File: src/rtl/program_loader.sv
`default_nettype none
// ============================================================================
//  Module   : program_loader
//  Brief    : Byte-stream loader that assembles 20-bit instruction words into
//             a 16-entry instruction store, verifies an XOR checksum and holds
//             the processor in reset until a load completes cleanly.
//  Revision : 1.0 - initial release
// ============================================================================
module program_loader #(
    parameter int ADDR_W  = 4,
    parameter int INSTR_W = 20,
    parameter int DEPTH   = 16
) (
    input  logic               clk,
    input  logic               reset_n,
    input  logic               load_start,
    input  logic               byte_valid,
    input  logic [7:0]         byte_data,
    output logic               byte_ready,
    input  logic [ADDR_W-1:0]  pc,
    output logic [INSTR_W-1:0] instruction,
    output logic               cpu_reset,
    output logic               load_done,
    output logic               load_error,
    output logic [ADDR_W:0]    word_count
);

    localparam logic [2:0] c_ST_IDLE  = 3'd0;
    localparam logic [2:0] c_ST_COUNT = 3'd1;
    localparam logic [2:0] c_ST_B0    = 3'd2;
    localparam logic [2:0] c_ST_B1    = 3'd3;
    localparam logic [2:0] c_ST_B2    = 3'd4;
    localparam logic [2:0] c_ST_CHECK = 3'd5;
    localparam logic [2:0] c_ST_DONE  = 3'd6;
    localparam logic [2:0] c_ST_ERROR = 3'd7;

    localparam logic [7:0] c_MAX_COUNT = 8'(DEPTH);

    logic [2:0]         r_state;
    logic [2:0]         w_next_state;
    logic [ADDR_W:0]    r_n;
    logic [ADDR_W:0]    r_word_count;
    logic [7:0]         r_acc;
    logic [7:0]         r_b0;
    logic [7:0]         r_b1;
    logic [INSTR_W-1:0] r_mem [DEPTH];

    logic               w_in_load;
    logic               w_xfer;
    logic               w_count_ok;
    logic               w_b2_ok;
    logic               w_write;
    logic               w_last_word;

    // A load is in progress in any of the byte-consuming states; a
    // simultaneous load_start takes priority and refuses the byte.
    assign w_in_load   = (r_state == c_ST_COUNT) || (r_state == c_ST_B0) ||
                         (r_state == c_ST_B1)    || (r_state == c_ST_B2) ||
                         (r_state == c_ST_CHECK);
    assign byte_ready  = w_in_load && !load_start;
    assign w_xfer      = byte_valid && byte_ready;
    assign w_count_ok  = (byte_data != 8'd0) && (byte_data <= c_MAX_COUNT);
    assign w_b2_ok     = (byte_data[7:4] == 4'd0);
    assign w_write     = w_xfer && (r_state == c_ST_B2) && w_b2_ok;
    assign w_last_word = ((r_word_count + 1'b1) == r_n);

    // Status outputs decode directly from the registered state.
    assign load_done   = (r_state == c_ST_DONE);
    assign load_error  = (r_state == c_ST_ERROR);
    assign cpu_reset   = (r_state != c_ST_DONE);
    assign word_count  = r_word_count;

    // Entries at or beyond word_count are stale or never loaded; mask them.
    assign instruction = ({1'b0, pc} < r_word_count) ? r_mem[pc] : '0;

    // State register.
    always_ff @(posedge clk or negedge reset_n) begin
        if (!reset_n) begin
            r_state <= c_ST_IDLE;
        end else begin
            r_state <= w_next_state;
        end
    end

    // Next-state logic: load_start restarts from any state, otherwise the
    // FSM only moves on an accepted byte so gaps in byte_valid stall it.
    always_comb begin
        w_next_state = r_state;
        if (load_start) begin
            w_next_state = c_ST_COUNT;
        end else if (w_xfer) begin
            case (r_state)
                c_ST_COUNT: w_next_state = w_count_ok ? c_ST_B0 : c_ST_ERROR;
                c_ST_B0:    w_next_state = c_ST_B1;
                c_ST_B1:    w_next_state = c_ST_B2;
                c_ST_B2: begin
                    if (!w_b2_ok) begin
                        w_next_state = c_ST_ERROR;
                    end else if (w_last_word) begin
                        w_next_state = c_ST_CHECK;
                    end else begin
                        w_next_state = c_ST_B0;
                    end
                end
                c_ST_CHECK: w_next_state = (byte_data == r_acc) ? c_ST_DONE : c_ST_ERROR;
                default:    w_next_state = r_state;
            endcase
        end
    end

    // Byte latches, checksum accumulator and word counter.
    always_ff @(posedge clk or negedge reset_n) begin
        if (!reset_n) begin
            r_n          <= '0;
            r_word_count <= '0;
            r_acc        <= 8'd0;
            r_b0         <= 8'd0;
            r_b1         <= 8'd0;
        end else if (load_start) begin
            r_word_count <= '0;
        end else if (w_xfer) begin
            case (r_state)
                c_ST_COUNT: begin
                    if (w_count_ok) begin
                        r_n          <= byte_data[ADDR_W:0];
                        r_acc        <= 8'd0;
                        r_word_count <= '0;
                    end
                end
                c_ST_B0: begin
                    r_b0  <= byte_data;
                    r_acc <= r_acc ^ byte_data;
                end
                c_ST_B1: begin
                    r_b1  <= byte_data;
                    r_acc <= r_acc ^ byte_data;
                end
                c_ST_B2: begin
                    if (w_b2_ok) begin
                        r_acc        <= r_acc ^ byte_data;
                        r_word_count <= r_word_count + 1'b1;
                    end
                end
                default: begin
                end
            endcase
        end
    end

    // Instruction store write; the write address is the current word count,
    // which never exceeds DEPTH-1 at a write because the count byte is <= DEPTH.
    always_ff @(posedge clk) begin
        if (w_write) begin
            r_mem[r_word_count[ADDR_W-1:0]] <= {byte_data[3:0], r_b1, r_b0};
        end
    end

endmodule
`default_nettype wire

File: config.mk
export PLATFORM = sky130hd
export DESIGN_NAME = program_loader
export DESIGN_NICKNAME = d
export VERILOG_FILES = /design/src/rtl/program_loader.sv
export SDC_FILE = /design/constraint.sdc
export NUM_CORES = 1
export LEC_CHECK = 0
export CORE_ASPECT_RATIO = 0.75
export CORE_MARGIN = 3
export CORE_UTILIZATION = 29
export CTS_CLUSTER_DIAMETER = 80
export DETAILED_ROUTE_END_ITERATION = 10
export HOLD_SLACK_MARGIN = 0.02
export PLACE_DENSITY = 0.53
export SLEW_MARGIN = 20
export SYNTH_ARGS = -nofsm -noshare
export SYNTH_HDL_FRONTEND = slang
export SYNTH_SLANG_ARGS = --single-unit
File: constraint.sdc
create_clock -name clk -period 3.5 [get_ports clk]
set_input_delay 0.525 -clock clk [delete_from_list [all_inputs] [get_ports clk]]
set_output_delay 0.525 -clock clk [all_outputs]
set_load 0.005 [all_outputs]
; Word-level counts from Yosys, hierarchy flattened
; Memories as Yosys holds them, arrays and structs flattened.
; Index checks and enable logic that the tools add are counted.
[word_totals]
wordCells = 67
mem_bits_rw = 320
out_inout_bits = 29
inputBits = 16
mem_count = 1
reg_bits = 37
[memory_table]
columns = memory, words, width, read_ports, rd_clocked_by_memory_dff, wr, line_no
row1 = r_mem, 16, 20, 1, 0, 1, 46  ; logic [INSTR_W-1:0] r_mem [DEPTH];
[classes]
bitwise_logic = 2
order_cmp = 2
addsub = 1
eq_ne = 14
n_mux = 18
reduce_logical = 23
[op_table]
columns = op, count
row1 = 8-bit one-hot mux with 3 select lines, 1
row2 = 20-bit 2-to-1 mux, 1
row3 = 5-bit 2-to-1 mux, 4
row4 = 8-bit 2-to-1 mux, 2
row5 = 3-bit 2-to-1 mux, 5
row6 = 3-bit one-hot mux with 5 select lines, 1
row7 = "3-bit == test, second input constant", 4
row8 = 5-bit one-hot mux with 2 select lines, 1
row9 = "3-bit inequality test, second input constant", 3
row10 = 8-bit == test, 1
row11 = "8-bit by 5-bit <= comparator with 1-bit output, second input constant", 1
row12 = 4-bit AND reduction, 2
row13 = 8-bit nonzero test, 1
row14 = 8-bit XOR, 1
row15 = "3-bit by 2-bit == test with 1-bit output, second input constant", 2
row16 = 3-bit AND reduction, 2
row17 = 3-bit nonzero test, 2
row18 = 6-bit nonzero test, 1
row19 = "5-bit by 1-bit adder with 5-bit output, second input constant", 1
row20 = 5-bit == test, 1
row21 = 1-bit logical AND, 5
row22 = 4-bit by 5-bit less-than comparator with 1-bit output, 1
row23 = 5-bit AND reduction, 1
row24 = 4-bit zero test, 1
row25 = 9 further kinds, 15

; Depth between registers and ports, before layout
[depth]
depth_word = 11
ltp_mapped = 8
ltp_nobuf = 8

; Least setup slack after synthesis
; No wires, ideal clock.
[synth_timing]
kind = input -> register
start = input port byte_data[6]
end = memory r_mem[7][0], enable pin
path_buffers = 1
setup_ns = 0.422
required_time_ns = 3.078
cell_stages = 5
path_slack_ns = 0.233
arrival_time_ns = 2.845
path_cell_list = buf_2 nor4_2 nand2_1 or2_1 nor3_1
[synth_via]
elab_chain_len = 4
[synth_lines]
columns = element, line_no
row1 = "start, declared", 18  ; input logic [7:0] byte_data,
row2 = 4-bit zero test, 63  ; assign w_b2_ok = (byte_data[7:4] == 4'd0);
row3 = 1-bit logical AND, 64  ; assign w_write = w_xfer && (r_state == c_ST_B2) && w_b2_ok;
row4 = 1-bit 2-to-1 mux, 153  ; if (w_write) begin
row5 = 1-bit 2-to-1 mux (not written as such), 154  ; r_mem[r_word_count[ADDR_W-1:0]] <= {byte_data[3:0], r_b1, r_b0};
row6 = "end, declared", 46
; Every way passes these cells.

; Worst setup path in the final report
[layout_timing]
start = register r_word_count[2] (netlist: word_count[2])
end = output port instruction[7]
[layout_via]
elab_chain_len = 2
[layout_lines]
columns = element, line_no
row1 = "start, declared", 42  ; logic [ADDR_W:0] r_word_count;
row2 = "start signal, assigned", 141  ; r_word_count <= r_word_count + 1'b1;
row3 = 4-bit by 5-bit less-than comparator with 1-bit output, 74  ; assign instruction = ({1'b0, pc} < r_word_count) ? r_mem[pc] : '0;
row4 = 20-bit 2-to-1 mux, 74
row5 = "end, declared", 21  ; output logic [INSTR_W-1:0] instruction,
; Every way passes these cells.

==> flow_metrics.py <==
metrics = {
    "clock_tree": {
        "cts_buffer_depth": 3,
        "clk_pin_slew_ns": 0.06,
        "clock-sinks": 357,
        "worstSkewPairLatency_ns": 0.54,
        "post_cts_resize_count": 0,
        "cts_buffers": 36,
        "tritoncts": "done",
        "clock-root-buffer": "clkbuf_16",
        "h-tree-depth": 2,
        "postCtsSetupBuffers": 0,
        "cts_hold_buf": 0,
    },
    "drt": {
        "dr.pass1.iters": 5,
        "vias": 7214,
        "drtIter0Drc": 617,
        "wl_um": 34340,
        "ant_nets": 0,
        "routedWlPerCell_um": 23.19,
        "drc": 0,
        "routed_via_density": 4.871,
    },
    "finish": {
        "final_area_um2": 17640,
        "multi_input_area_um2": 4034,
        "syn_to_final_growth_pct": 18.90,
        "final_cell_mix": "edfxtp_1 (320), mux4_1 (62), clkdlybuf4s50_1 (40), mux4_2 (38), dfrtp_1 (37)",
        "drive_gt1_frac": 0.2066,
        "fin_cells": 1481,
        "nNetsFinal": 819,
        "layout_commonest_cell": "edfxtp_1",
        "nFillCells": 4645,
        "seqCellArea_um2": 10540,
    },
    "sta": {
        "rsz0062_at_grt": "no",
        "slew_headroom": 0.3737,
        "final-hold-violation-count": 0,
        "fin_crit_sh": 0.9595,
        "setup_violations": 0,
        "worst_slew_pin_slew_ns": 0.9395,
        "holdWs_ns": 0.1330,
        "fin_setup_tns_ns": 0,
        "clock.fmax_mhz": 297.8,
        "slew_viol_final": 0,
        "fin_skew_ns": 0.02156,
        "min_period_ns": 3.358,
    },
    "min_path": {
        "hold_path.class": "in2async",
    },
    "flow_run": {
        "cap_violations": 0,
    },
    "die": {
        "fp.dieH_um": 201.9,
        "die_w_um": 267.1,
        "start_util": 0.2945,
        "dieArea_um2": 53930,
        "row_count": 71,
        "core_area_um2": 50370,
        "io_pins": 45,
    },
    "pwr": {
        "p_int_mw": 7.748,
        "vdd_drop_max_uv": 281.7,
        "powerDensity_nw_per_um2": 573.3,
        "switching_share": 0.2336,
        "p_leak_nw": 5.933,
        "seq_power_share": 0.556,
        "power_frac_comb": 0.069,
        "p_sw_mw": 2.362,
        "clockPowerShare": 0.375,
    },
    "synthesis": {
        "ys_seq_area_frac": 0.7102,
        "synth.top_cell.area_share": 0.6478,
        "syn-cell-area_um2": 14830,
        "synth_nets": 729,
        "syn_area_per_cell_um2": 21.01,
        "netlist_instances": 706,
        "synth-seq-cells": 357,
        "yosysTopAreaCell": "edfxtp_1",
        "netlist_top_cells_area": "edfxtp_1 (65%), mux4_1 (11%), dfrtp_1 (6.2%)",
        "yosys_warnings": 0,
        "ys_types": 55,
    },
    "global_routing": {
        "grt_max_degree": 53,
        "grt_pass1_vias": 7299,
        "grt_pass1_wl_um": 50250,
        "grt_overflow": 0,
        "track_usage": 0.1271,
        "antenna_found_initial": 0,
    },
    "place": {
        "placed_area_um2": 16490,
        "gp_congestion": 0.7844,
        "placed_cells": 1415,
        "io_buffers": 44,
        "hpwl_um": 19210,
    },
    "setup_path": {
        "crit_type": "reg2out",
        "cp_max_fo": 20,
        "cp-start-kind": "flip-flop",
        "required_ns": 2.97,
        "cp_data_arrival_time_ns": 2.83,
        "cp-end-kind": "output port",
    },
    "outcome": {
        "status": "finished clean",
    },
}
==> power by group through the flow <==
stage	sequential, mW	combinational [mW]	clock, mW
after floorplan	5.51	0.496	0
after global placement	5.68	0.698	0
after detailed placement	5.71	0.703	0
after CTS	5.62	0.708	3.89
after global routing	5.68	0.766	4.06
final	5.62	0.698	3.79
==> synthesized netlist by cell type, drive strengths merged <==
cell type,number
o32a,1
nand4,4
edfxtp,320
o22a,1
xor2,5
a21o,2
a41oi,2
xnor2,10
nand2b,3
nor2b,25
o211ai,7
a21oi,11
nand3,3
dfrtp,37
clkbuf,20
or2,2
a2bb2oi,1
o21ai,15
nor2,17
o21a,1
a2111oi,1
nor3,6
o31ai,5
a311oi,1
a22oi,1
o41ai,1
inv,12
a211oi,3
a31o,2
nor4,2
nand2,22
buf,16
o2111ai,1
or3b,1
mux2,16
mux4,100
ha,7
and3,10
a31oi,4
nor3b,1
and2,7
==> cell families after synthesis <==
group | Yosys count | synth area share
flip-flops | 357 | 0.7102
AO/OA/AOI/OAI | 60 | 0.02851
buffers and inverters | 48 | 0.01881
AND/OR/NAND/NOR | 103 | 0.04800
adder cells (fa/ha/maj) | 7 | 0.005904
multiplexers | 116 | 0.1797
XOR/XNOR | 15 | 0.008857
==> through the flow <==
stage | worst slack, ns | utilization | total power [mW]
2_1_floorplan | 0.2331 | - | 6.005
3_3_place_gp | 0.1323 | 0.3274 | 6.374
3_5_place_dp | 0.1257 | 0.3274 | 6.412
4_1_cts | 0.1131 | 0.3501 | 10.21
5_1_grt | 0.01397 | 0.3501 | 10.50
6_report | 0.1419 | 0.3501 | 10.11
==> area by class of cell <==
| type | instances | area share |
|---|---|---|
| diodes | 1 | 0.0001419 |
| clock buffers | 49 | 0.05385 |
| clock inverters | 16 | 0.01085 |
| inverters | 12 | 0.002554 |
| multi-input cells | 301 | 0.2287 |
| flip-flops and latches | 357 | 0.5974 |
| well taps | 657 | 0.04661 |
| repair buffers | 88 | 0.05988 |
==> worst max-delay path, cell delays in order, from the launching register on <==
cell and delay (ns):
dfrtp_1 0.63, inv_2 0.08, ha_1 0.29, a21o_1 0.15
a21oi_1 0.23, nor2_4 0.06, buf_12 0.22, nor2b_4 0.13
clkdlybuf4s50_1 0.51
==> worst paths after layout <==
check                               from             end  slack (ns)  cells past startpoint
hold / removal                   reset_n      r_state[0]        0.13                      1
max in group asynchronous        reset_n         r_b1[7]        2.76                      1
min in group clk                r_acc[4]        r_acc[4]        0.50                      1
setup reg to reg              r_state[1]     r_mem[1][9]        0.97                      6
hold reg to reg                 r_acc[4]        r_acc[4]        0.50                      1
setup / recovery           word_count[2]  instruction[7]        0.14                      8
==> per-layer routing <==
| layer | GRT usage | vias up | share of wire |
|---|---|---|---|
| li1 | - | 3155 | - |
| met1 | 0.1975 | 3834 | 0.50 |
| met2 | 0.1843 | 193 | 0.44 |
| met3 | 0.02410 | 32 | 0.048 |
| met4 | 0.02779 | 0 | 0.013 |
| met5 | 0 | - | 0 |
==> flip-flops by register name (all words and copies together), names as in the netlist <==
name,count
word_count,5
r_n,5
r_b0,8
r_b1,8
r_mem,320
r_acc,8
r_state,3
Power figures use the tool's default switching activity.
==> variant (config.mk and constraints unchanged) <==
Change the parameter `DEPTH` from 16 to 32.
--- a/src/rtl/program_loader.sv
+++ b/src/rtl/program_loader.sv
@@ -10,5 +10,5 @@
     parameter int ADDR_W  = 4,
     parameter int INSTR_W = 20,
-    parameter int DEPTH   = 16
+    parameter int DEPTH   = 32
 ) (
     input  logic               clk,
Check against the original RTL: not equivalent (a bounded check fails within 4 cycles, from zero or initial values and one cycle with reset_n low).
==> variant against the unedited design <==
  * Critical path type unchanged
  * Cell area is 1.7% lower
  * Worst setup slack lost 0.030 ns
  * Routed wire length is 2.5% higher
  * Via count up 0.61%
  * Area after synthesis decreased by 2.4%
  * Global-route usage up 0.85 points
  * First-iteration DRC count increased by 16%
  * Final cell count decreased by 1.5%
  * Fmax shrank 0.90%
  * Sequential cell count stayed put
  * Power increased by 0.99%
==> variant: results (changes against the unedited design) <==
.. list-table::
   :header-rows: 1

   * - Metric
     - Value
   * - First-iteration detailed-routing DRC count
     - 713 (+16%)
   * - Number of unique standard cell types used by synthesis
     - 58 (+5.5%)
   * - Weighted congestion at the end of routability-driven global placement
     - 0.774 (-1.3%)
   * - Run status
     - completed
   * - Timing startpoint of the critical path
     - word_count[1]
   * - Net total in the final layout
     - 807 (-1.5%)
   * - Initial DRT Pass Iterations
     - 4 (-1)
   * - Leakage component of the power
     - 5.65 nW (-4.8%)
   * - Proportion of layout cells with a drive suffix above 1
     - 28.9% (+8.2 points)
   * - Top area cells in the synthesized netlist
     - sky130_fd_sc_hd__edfxtp_1 66%, sky130_fd_sc_hd__mux4_2 16%, sky130_fd_sc_hd__dfrtp_1 6.4%, sky130_fd_sc_hd__mux2_2 1.7%, sky130_fd_sc_hd__a21boi_0 1.0%
   * - Endpoint of the most critical register-to-register path
     - r_mem[0][2]
   * - Reg2Reg Setup Slack
     - 0.86 ns (-0.11 ns)
   * - DP Worst Slack
     - 0.0865 ns (-0.0393 ns)
   * - Number of antenna cells inserted
     - 0 (-1)
   * - Global routing usage summed across all routing layers
     - 13.6% (+0.85 points)
   * - Via count of the first global-routing pass
     - 7597 (+4.1%)
   * - Ratio of routed vias to standard cells
     - 4.97 (+2.1%)
   * - WL final
     - 35200 µm (+2.5%)
   * - Number of antenna violations at the first check in global routing
     - 1 (+1)
   * - Largest net degree at the start of global routing
     - 38 (-28%)
   * - Detailed-routing wirelength on met1
     - 17400 µm (+1.5%)
   * - Routed length on met3
     - 1720 µm (+3.3%)
   * - Synth Net Count
     - 714 (-2.1%)
   * - Data arrival, critical path
     - 2.86 ns (+0.03 ns)
   * - Sum of met2 wire segment lengths after detailed routing
     - 15500 µm (+2.8%)
   * - Top Layer Used
     - met5
   * - Leading post-synthesis cells by instance count
     - 320 x sky130_fd_sc_hd__edfxtp_1, 100 x sky130_fd_sc_hd__mux4_2, 37 x sky130_fd_sc_hd__dfrtp_1
   * - Seq/Total Area, Yosys
     - 72.8% (+1.7 points)
   * - Wire length of the first global-routing pass
     - 52500 µm (+4.5%)
   * - Largest voltage drop on the vdd net
     - 253 µV (-10%)
## variant: changes by cell type after synthesis, sizes merged, moves of 5 or more
cell / unedited run / this run
a21boi: 0 / 20
a21oi: 11 / 4
a221o: 0 / 8
and2b: 0 / 5
mux2: 16 / 22
nand2: 22 / 8
nor2: 17 / 7
nor2b: 25 / 9
nor3b: 1 / 8
o211ai: 7 / 0
o21ai: 15 / 3
## variant: layout make-up
class                           count  area (µm²)
Fill cell                        4570       31700
Sequential cell                   357       10500
Multi-Input combinational cell    286        3730
Timing Repair Buffer               93        1100
Clock buffer                       49         960
Tap cell                          648         811
Clock inverter                     16         163
Inverter                           10        37.5
## variant: metrics by stage
stage | hold WS, ns | cells | utilization, % | instance area (µm²)
2_1_floorplan | 0.229 | 691 | - | 14500
3_3_place_gp | 0.510 | 1394 | 33.0 | 16200
3_5_place_dp | 0.522 | 1394 | 33.0 | 16200
4_1_cts | 0.193 | 1459 | 35.3 | 17300
5_1_grt | 0.0289 | 1459 | 35.3 | 17300
6_report | 0.00317 | 1459 | 35.3 | 17300
## variant: kinds of logic (layout without fill, tap and decap cells)
group / Yosys count / after routing / synth area share, %
AOI/OAI and AO/OA: 58 / 58 / 3.12
xor gates and xnor gates: 14 / 14 / 0.847
buffers and inverters: 48 / 168 / 1.50
DFF: 357 / 357 / 72.8
muxes: 123 / 123 / 17.3
and+or+nand+nor: 84 / 84 / 3.82
adders and majority gates: 7 / 7 / 0.605
## variant: where the power goes
part / total, mW / switching, mW / internal, mW
Combinational: 0.802 / 0.347 / 0.454
Sequential: 5.67 / 0.472 / 5.20
Clock: 3.74 / 1.59 / 2.15
## variant: per-layer routing
metal  vias up  global-route usage [%]
met5         -                       0
met2       195                    20.0
met3        43                    2.50
li1       3051                       -
met4         2                    2.90
met1      3967                    20.8
## variant: worst max-delay path: stages (launching register included)
cell,delay [ns]
sky130_fd_sc_hd__dfrtp_1,0.38
sky130_fd_sc_hd__inv_1,0.11
sky130_fd_sc_hd__ha_1,0.24
sky130_fd_sc_hd__a21o_1,0.16
sky130_fd_sc_hd__a21o_1,0.17
sky130_fd_sc_hd__a21o_1,0.20
sky130_fd_sc_hd__buf_4,0.25
sky130_fd_sc_hd__a21boi_0,0.28
sky130_fd_sc_hd__clkdlybuf4s50_1,0.56
## variant: worst max-delay path by stage
stage                       to  cells past startpoint  slack (ns)
3_5_place_dp   instruction[17]                      9        0.09
4_1_cts         instruction[7]                      8       0.005
5_1_grt         instruction[3]                      8      -0.001
6_report        instruction[3]                      8        0.11
2_1_floorplan     r_mem[15][0]                      5        0.78
3_3_place_gp   instruction[17]                      9        0.09
## variant: repair_timing
| action | CTS | global route |
|---|---|---|
| setup endpoints to repair | 2 | 9 |
| resized for setup | 2 | 10 |
| pin swaps | 0 | 0 |
| cloned | 0 | 0 |
